### config.mk
export PLATFORM = sky130hd
export DESIGN_NAME = lsu_bus_master
export DESIGN_NICKNAME = d
export VERILOG_FILES = /design/src/rtl/lsu_bus_master.sv
export SDC_FILE = /design/constraint.sdc
export NUM_CORES = 1
export LEC_CHECK = 0
export ABC_AREA = 1
export BUFFER_PORTS_ARGS = -buffer_cell sky130_fd_sc_hd__buf_2
export CORE_MARGIN = 1
export CORE_UTILIZATION = 44
export DETAILED_ROUTE_END_ITERATION = 16
export GPL_TIMING_DRIVEN = 0
export PLACE_DENSITY = 0.77
export SETUP_SLACK_MARGIN = 0.15
export SLEW_MARGIN = 0
export SYNTH_ARGS = -nofsm -noshare
export SYNTH_HDL_FRONTEND = slang
export SYNTH_SLANG_ARGS = --single-unit
### constraint.sdc
create_clock -name clk -period 1.2 [get_ports clk]
set_clock_uncertainty 0.05 [all_clocks]
set_input_delay 0.06 -clock clk [delete_from_list [all_inputs] [get_ports clk]]
set_output_delay 0.06 -clock clk [all_outputs]
set_load 0.05 [all_outputs]
### src/rtl/lsu_bus_master.sv
// lsu_bus_master -- MEM-stage load/store unit driving a multi-cycle ce/ack bus.
//
// Performs byte/half/word loads and stores, plus dword when DATA_W=64. It
// steers little-endian lanes, sign- or zero-extends load data and rejects
// misaligned or illegal accesses without starting a bus cycle.
//
// Optional feature macro: LSU_TIMEOUT_EN. When it is defined, a REQ-state
// cycle counter aborts an access that gets no ack within TIMEOUT_CYC cycles.
//
// Handshakes:
//   - req_valid_i presents one op. EX/MEM holds it stable while stallreq_o=1.
//     The op is accepted in the IDLE cycle where req_valid_i=1.
//   - ram_ce_o is held with constant ram_* until a cycle with ram_ack_i=1.
//     ram_ack_i may arrive in the first ce cycle, and ram_data_i is sampled
//     in that cycle. An ack outside REQ is ignored.
//   - rsp_valid_o is a one-cycle completion pulse. rsp_* are 0 otherwise.
//
// Ports:
//   clk, rst                         clock, synchronous active-high reset
//   req_valid_i .. req_rd_i          memory op from EX/MEM
//   stallreq_o                       stall request to ctrl
//   rsp_valid_o, rsp_wreg_o,
//   rsp_wd_o, rsp_wdata_o            completion / write-back
//   misalign_o, bus_err_o            completion status flags
//   ram_ce_o .. ram_data_o           bus request (registered)
//   ram_data_i, ram_ack_i            bus response
//   dbg_state                        current FSM state, for debug/checkers
module lsu_bus_master #(
  parameter int DATA_W      = 32,
  parameter int ADDR_W      = 32,
  parameter int RADDR_W     = 5,
  parameter int TIMEOUT_CYC = 255
) (
  input  logic                  clk,
  input  logic                  rst,
  input  logic                  req_valid_i,
  input  logic                  req_we_i,
  input  logic [1:0]            req_size_i,
  input  logic                  req_unsigned_i,
  input  logic [ADDR_W-1:0]     req_addr_i,
  input  logic [DATA_W-1:0]     req_wdata_i,
  input  logic [RADDR_W-1:0]    req_rd_i,
  output logic                  stallreq_o,
  output logic                  rsp_valid_o,
  output logic                  rsp_wreg_o,
  output logic [RADDR_W-1:0]    rsp_wd_o,
  output logic [DATA_W-1:0]     rsp_wdata_o,
  output logic                  misalign_o,
  output logic                  bus_err_o,
  output logic                  ram_ce_o,
  output logic                  ram_we_o,
  output logic [ADDR_W-1:0]     ram_addr_o,
  output logic [DATA_W/8-1:0]   ram_sel_o,
  output logic [DATA_W-1:0]     ram_data_o,
  input  logic [DATA_W-1:0]     ram_data_i,
  input  logic                  ram_ack_i,
  output logic [1:0]            dbg_state
);
  localparam int SEL_W = DATA_W / 8;
  localparam int OFF_W = $clog2(SEL_W);

  if (DATA_W != 32 && DATA_W != 64) begin : g_bad_width
    $error("lsu_bus_master: DATA_W must be 32 or 64");
  end
  if (TIMEOUT_CYC < 1) begin : g_bad_timeout
    $error("lsu_bus_master: TIMEOUT_CYC must be at least 1");
  end

  typedef enum logic [1:0] {IDLE = 2'd0, REQ = 2'd1, RESP = 2'd2} state_t;
  state_t state, state_next;

  // Request decode, evaluated on the live request in the IDLE cycle.
  logic [OFF_W-1:0]  off;
  logic              misalign;
  logic [SEL_W-1:0]  mask;
  logic [DATA_W-1:0] wrep;
  assign off = req_addr_i[OFF_W-1:0];

  always_comb begin
    misalign = 1'b0;
    mask     = '0;
    wrep     = req_wdata_i;
    case (req_size_i)
      2'b00: begin
        mask = SEL_W'(8'h01);
        wrep = {SEL_W{req_wdata_i[7:0]}};
      end
      2'b01: begin
        misalign = req_addr_i[0];
        mask     = SEL_W'(8'h03);
        wrep     = {(SEL_W/2){req_wdata_i[15:0]}};
      end
      2'b10: begin
        misalign = |req_addr_i[1:0];
        mask     = SEL_W'(8'h0F);
        wrep     = {(SEL_W/4){req_wdata_i[31:0]}};
      end
      default: begin
        // A dword only exists on a 64-bit bus.
        misalign = (DATA_W != 64) || (|req_addr_i[2:0]);
        mask     = '1;
        wrep     = req_wdata_i;
      end
    endcase
  end

  // Latched request attributes.
  logic               we_q, uns_q, mis_q;
  logic [1:0]         size_q;
  logic [OFF_W-1:0]   off_q;
  logic [RADDR_W-1:0] rd_q;
  logic [DATA_W-1:0]  rdata_q;

  // Load data: shift the addressed byte to lane 0, then extend to full width.
  logic [DATA_W-1:0] shifted, ext;
  assign shifted = ram_data_i >> {off_q, 3'b000};

  always_comb begin
    ext = shifted;
    case (size_q)
      2'b00: begin
        ext = DATA_W'(shifted[7:0]);
        if (!uns_q && shifted[7]) ext = ext | ~DATA_W'(8'hFF);
      end
      2'b01: begin
        ext = DATA_W'(shifted[15:0]);
        if (!uns_q && shifted[15]) ext = ext | ~DATA_W'(16'hFFFF);
      end
      2'b10: begin
        ext = DATA_W'(shifted[31:0]);
        if (!uns_q && shifted[31]) ext = ext | ~DATA_W'(32'hFFFF_FFFF);
      end
      default: ext = shifted;
    endcase
  end

  logic timeout;
  logic err;

`ifdef LSU_TIMEOUT_EN
  localparam int CNT_W = $clog2(TIMEOUT_CYC + 1);
  logic [CNT_W-1:0] cnt;
  logic             err_q;

  // cnt holds the number of REQ cycles already completed. The cycle where it
  // equals TIMEOUT_CYC-1 is the last one allowed. An ack in that cycle still
  // completes the access normally.
  assign timeout = (state == REQ) && !ram_ack_i && (cnt == CNT_W'(TIMEOUT_CYC - 1));
  assign err     = err_q;

  always_ff @(posedge clk) begin
    if (rst || state != REQ) cnt <= '0;
    else                     cnt <= cnt + 1'b1;
  end

  always_ff @(posedge clk) begin
    if (rst)                              err_q <= 1'b0;
    else if (state == IDLE && req_valid_i) err_q <= 1'b0;
    else if (timeout)                     err_q <= 1'b1;
  end
`else
  assign timeout = 1'b0;
  assign err     = 1'b0;
`endif

  // FSM: state register plus next-state logic.
  always_ff @(posedge clk) begin
    if (rst) state <= IDLE;
    else     state <= state_next;
  end

  always_comb begin
    state_next = state;
    case (state)
      IDLE:    if (req_valid_i) state_next = misalign ? RESP : REQ;
      REQ:     if (ram_ack_i || timeout) state_next = RESP;
      RESP:    state_next = IDLE;
      default: state_next = IDLE;
    endcase
  end

  // Request latch and bus-side registers.
  always_ff @(posedge clk) begin
    if (rst) begin
      we_q       <= 1'b0;
      uns_q      <= 1'b0;
      mis_q      <= 1'b0;
      size_q     <= 2'b00;
      off_q      <= '0;
      rd_q       <= '0;
      rdata_q    <= '0;
      ram_ce_o   <= 1'b0;
      ram_we_o   <= 1'b0;
      ram_addr_o <= '0;
      ram_sel_o  <= '0;
      ram_data_o <= '0;
    end else begin
      if (state == IDLE && req_valid_i) begin
        we_q    <= req_we_i;
        uns_q   <= req_unsigned_i;
        mis_q   <= misalign;
        size_q  <= req_size_i;
        off_q   <= off;
        rd_q    <= req_rd_i;
        rdata_q <= '0;
        if (!misalign) begin
          ram_ce_o   <= 1'b1;
          ram_we_o   <= req_we_i;
          ram_addr_o <= {req_addr_i[ADDR_W-1:OFF_W], OFF_W'(0)};
          ram_sel_o  <= mask << off;
          ram_data_o <= wrep;
        end
      end
      if (state == REQ && (ram_ack_i || timeout)) begin
        ram_ce_o   <= 1'b0;
        ram_we_o   <= 1'b0;
        ram_addr_o <= '0;
        ram_sel_o  <= '0;
        ram_data_o <= '0;
        if (ram_ack_i) rdata_q <= ext;
      end
    end
  end

  // Response side. Every rsp_* output is forced to 0 outside the RESP pulse.
  assign stallreq_o  = (state == IDLE && req_valid_i) || (state == REQ);
  assign rsp_valid_o = (state == RESP);
  assign rsp_wreg_o  = rsp_valid_o && !we_q && !mis_q && !err;
  assign rsp_wd_o    = rsp_valid_o ? rd_q : '0;
  assign rsp_wdata_o = rsp_wreg_o ? rdata_q : '0;
  assign misalign_o  = rsp_valid_o && mis_q;
  assign bus_err_o   = rsp_valid_o && err;
  assign dbg_state   = state;

endmodule
==> run_results.csv <==
group,metric,value,unit
status,status,"complete, but fails checks",
status,violations,"setup timing",
power,p_seq_frac,0.311,
detailed_routing,avgRoutedWirePerCell,25.8,µm
detailed_routing,vias,9275,
worst_hold_path,hold_depth,4,
die,die_area,13600,µm²
cells_and_area,nNetsFinal,1369,
die,die_w,116,µm
sta,layout_setup_ws,-0.805,ns
worst_setup_path,path_delay_family,"buffers and inverters",
cells_and_area,area_delta_synth_final,103,%
die,die_h,116,µm
detailed_routing,ant_nets,0,
cells_and_area,mostFrequentLayoutCells,"189 x nand2_1, 118 x buf_6, 117 x buf_2",
worst_hold_path,min-delay-start,"req_addr_i[1]",
die,core_area,12700,µm²
worst_setup_path,worstReg2RegStart,"dbg_state[1]",
worst_hold_path,hold_end,"ram_sel_o[1]",
die,rows,41,
worst_setup_path,regToRegEndpoint,"ram_addr_o[29]",
grt,grt_usage,0.398,
cells_and_area,multi_input_area,3950,µm²
cells_and_area,final_util,0.924,
sta,setup_viol,156,
die,num_io_pins,223,
placed_design,dpl.hpwl,14500,µm
worst_setup_path,worstPathMaxFanout,6,
placed_design,post-place-cells,1263,
worst_setup_path,worstSetupPathType,"register to output port",
cts,cts_sinks,114,
sta,final-hold-violation-count,0,
logic_synthesis,syn_area,5760,µm²
detailed_routing,drcViolationCount,0,
cts,cts.clk_slew.worst_paths,0.06,ns
sta,worstMarginPinSlew,0.694,ns
placed_design,port_buffers,219,
sta,timing.final.crit_share,1.67,
logic_synthesis,yosysWarnings,0,
cts,numCtsBuffers,17,
worst_setup_path,crit_slowest_cell,"dfxtp_4",
logic_synthesis,synth_cells,870,
grt,grt_pass1_vias,7919,
sta,fmax,0.499,GHz
worst_setup_path,rr_worst_depth,11,
power,p_comb_frac,0.333,
cts,cts_tree,"yes",
grt,grt_start_max_net_pins,17,
worst_setup_path,cp_cell_sequence,"inv_4, nor2_4, inv_4, nor3_4, inv_4, buf_12, nor2_4, buf_6",
cts,cts_root_buffer,"clkbuf_16",
worst_setup_path,start_kind,"register",
job,drv_cap,0,
detailed_routing,wirelength,37300,µm
power,p_sw_frac,0.372,
cts,htree_levels,4,
worst_setup_path,critPathMostFrequentCell,"inv_4",
logic_synthesis,synth.distinct_cells,28,
cells_and_area,ff_latch_area,2390,µm²
power,power_density,1150,nW/µm²
logic_synthesis,postSynthRegisterBits,114,
placed_design,gp_congestion,0.928,
power,leakage,5.06,nW
sta,rsz0062_at_grt,"true",
sta,period_needed,2.01,ns
detailed_routing,drt_iter0_markers,1323,
grt,overflow,0,
cts,clock_latency,0.43,ns
power,intPower,8.47,mW
logic_synthesis,syn_area_per_cell,6.62,µm²
worst_setup_path,reg2reg_slack,-0.74,ns
worst_hold_path,hold_path_class,"primary input to register",
cells_and_area,layout-drive-gt1-share,0.544,
logic_synthesis,yosysSeqAreaShare,0.396,
grt,antenna_found_initial,1,
power,clkPwrFrac,0.356,
worst_setup_path,cp.required,1.09,ns
worst_setup_path,arrival,1.90,ns
die,initial_core_util,0.455,
placed_design,dp_slack,-0.416,ns
sta,maxSlewViolCount,0,
worst_setup_path,critPathCaptureType,"output port",
cts,clock_path_buffers,2,
cells_and_area,mostFrequentLayoutCell,"nand2_1",
cells_and_area,fill_cells,432,
detailed_routing,dr.pass1.iters,10,
sta,setup-tns-final,-92.78,ns
detailed_routing,viasPerCell,6.41,
worst_setup_path,max_stage_delay,0.37,ns
sta,slew_headroom,0.537,
power,max-vdd-ir-drop,0.875,mV
grt,grt_pass1_wl,40700,µm
cells_and_area,instances_no_fill,1446,
sta,hold_ws,0.0146,ns
power,p_sw,5.01,mW
worst_setup_path,critPathBufInv,5,
[area by class of cell]
type | count | share of cell area
multi-input combinational | 609 | 0.337
timing repair buffer | 367 | 0.309
sequential | 114 | 0.205
buffer | 65 | 0.0557
clock buffer | 18 | 0.0375
inverter | 86 | 0.0296
tap | 172 | 0.0184
clock inverter | 14 | 0.00780
antenna | 1 | 0.000214
[cell usage after synthesis]
cell type,n,area [µm²]
nand2_1,253,950
nand3_1,142,711
dfxtp_1,114,2280
a21oi_1,96,480
inv_1,83,312
nor2_1,62,233
buf_2,31,155
o21ai_0,20,100
buf_4,12,90.1
clkbuf_1,11,41.3
buf_6,8,90.1
o211ai_1,8,60.1
o31ai_2,8,100
nor2_2,4,25.0
buf_1,3,11.3
inv_2,2,7.51
nand2_2,2,12.5
a21oi_2,1,8.76
a22oi_1,1,7.51
conb_1,1,3.75
inv_4,1,6.26
nand3_2,1,10.0
nand3_4,1,17.5
nand3b_1,1,7.51
nand4_2,1,12.5
nor2_4,1,11.3
nor3_2,1,10.0
o21ai_1,1,5.00
[metal layers]
layer / share of wire / track usage / wire length, µm
met5: 0 / 0 / 0
met4: 0.13 / 0.286 / 5000
met3: 0.12 / 0.0944 / 4590
met2: 0.44 / 0.688 / 16500
met1: 0.30 / 0.426 / 11200
[cell families (layout without fill, tap and decap cells)]
logic type / Yosys count / after routing / share of synthesized area
compound gates: 135 / 135 / 0.132
buf+inv: 151 / 550 / 0.124
flops: 114 / 114 / 0.396
other cells: 1 / 4 / 0.000651
simple gates: 469 / 471 / 0.347
[through the flow]
stage / area (µm²) / power, mW
finish: 11700 / 13.5
global route: 11700 / 13.7
CTS: 10400 / 12.1
detailed placement: 7430 / 6.59
global placement: 7430 / 6.57
floorplan: 6120 / 5.88
[power groups by stage]
stage	sequential, mW	combinational [mW]	clock [mW]
3_5_place_dp	4.16	2.43	0
6_report	4.19	4.50	4.80
2_1_floorplan	4.57	1.31	0
4_1_cts	4.12	3.44	4.51
5_1_grt	4.20	4.63	4.87
3_3_place_gp	4.15	2.42	0
[what timing repair did]
item                                   CTS  global route
hold buffers                            76             0
buffers inserted                        30            26
gates cloned                            18             1
pin swaps                               20            48
resized for setup                      378           297
endpoints found under the hold margin   78             0
setup endpoints to repair              225           198
[sequential cells by signal, indices dropped and copies added, names as in the netlist]
name,cells
ram_data_o,32
rdata_q,32
ram_addr_o,30
rd_q,5
ram_sel_o,4
dbg_state,2
off_q,2
size_q,2
mis_q,1
ram_ce_o,1
ram_we_o,1
uns_q,1
we_q,1
[worst min-delay path, cell delays in order]
cell	delay [ns]
buf_2	0.18
a21oi_1	0.07
nand3_2	0.08
a21oi_2	0.06
[worst max-delay path by stage]
stage	start	to	slack, ns	depth (start not counted)
floorplan	dbg_state[1]	rsp_wdata_o[10]	-1.0	7
global placement	dbg_state[1]	rsp_wdata_o[10]	-0.40	8
detailed placement	dbg_state[1]	rsp_wdata_o[10]	-0.42	8
CTS	dbg_state[1]	rsp_wdata_o[9]	-0.64	8
global route	req_addr_i[0]	ram_addr_o[27]	-0.96	9
finish	dbg_state[1]	rsp_wdata_o[9]	-0.81	8
Power figures use the tool's default switching activity.
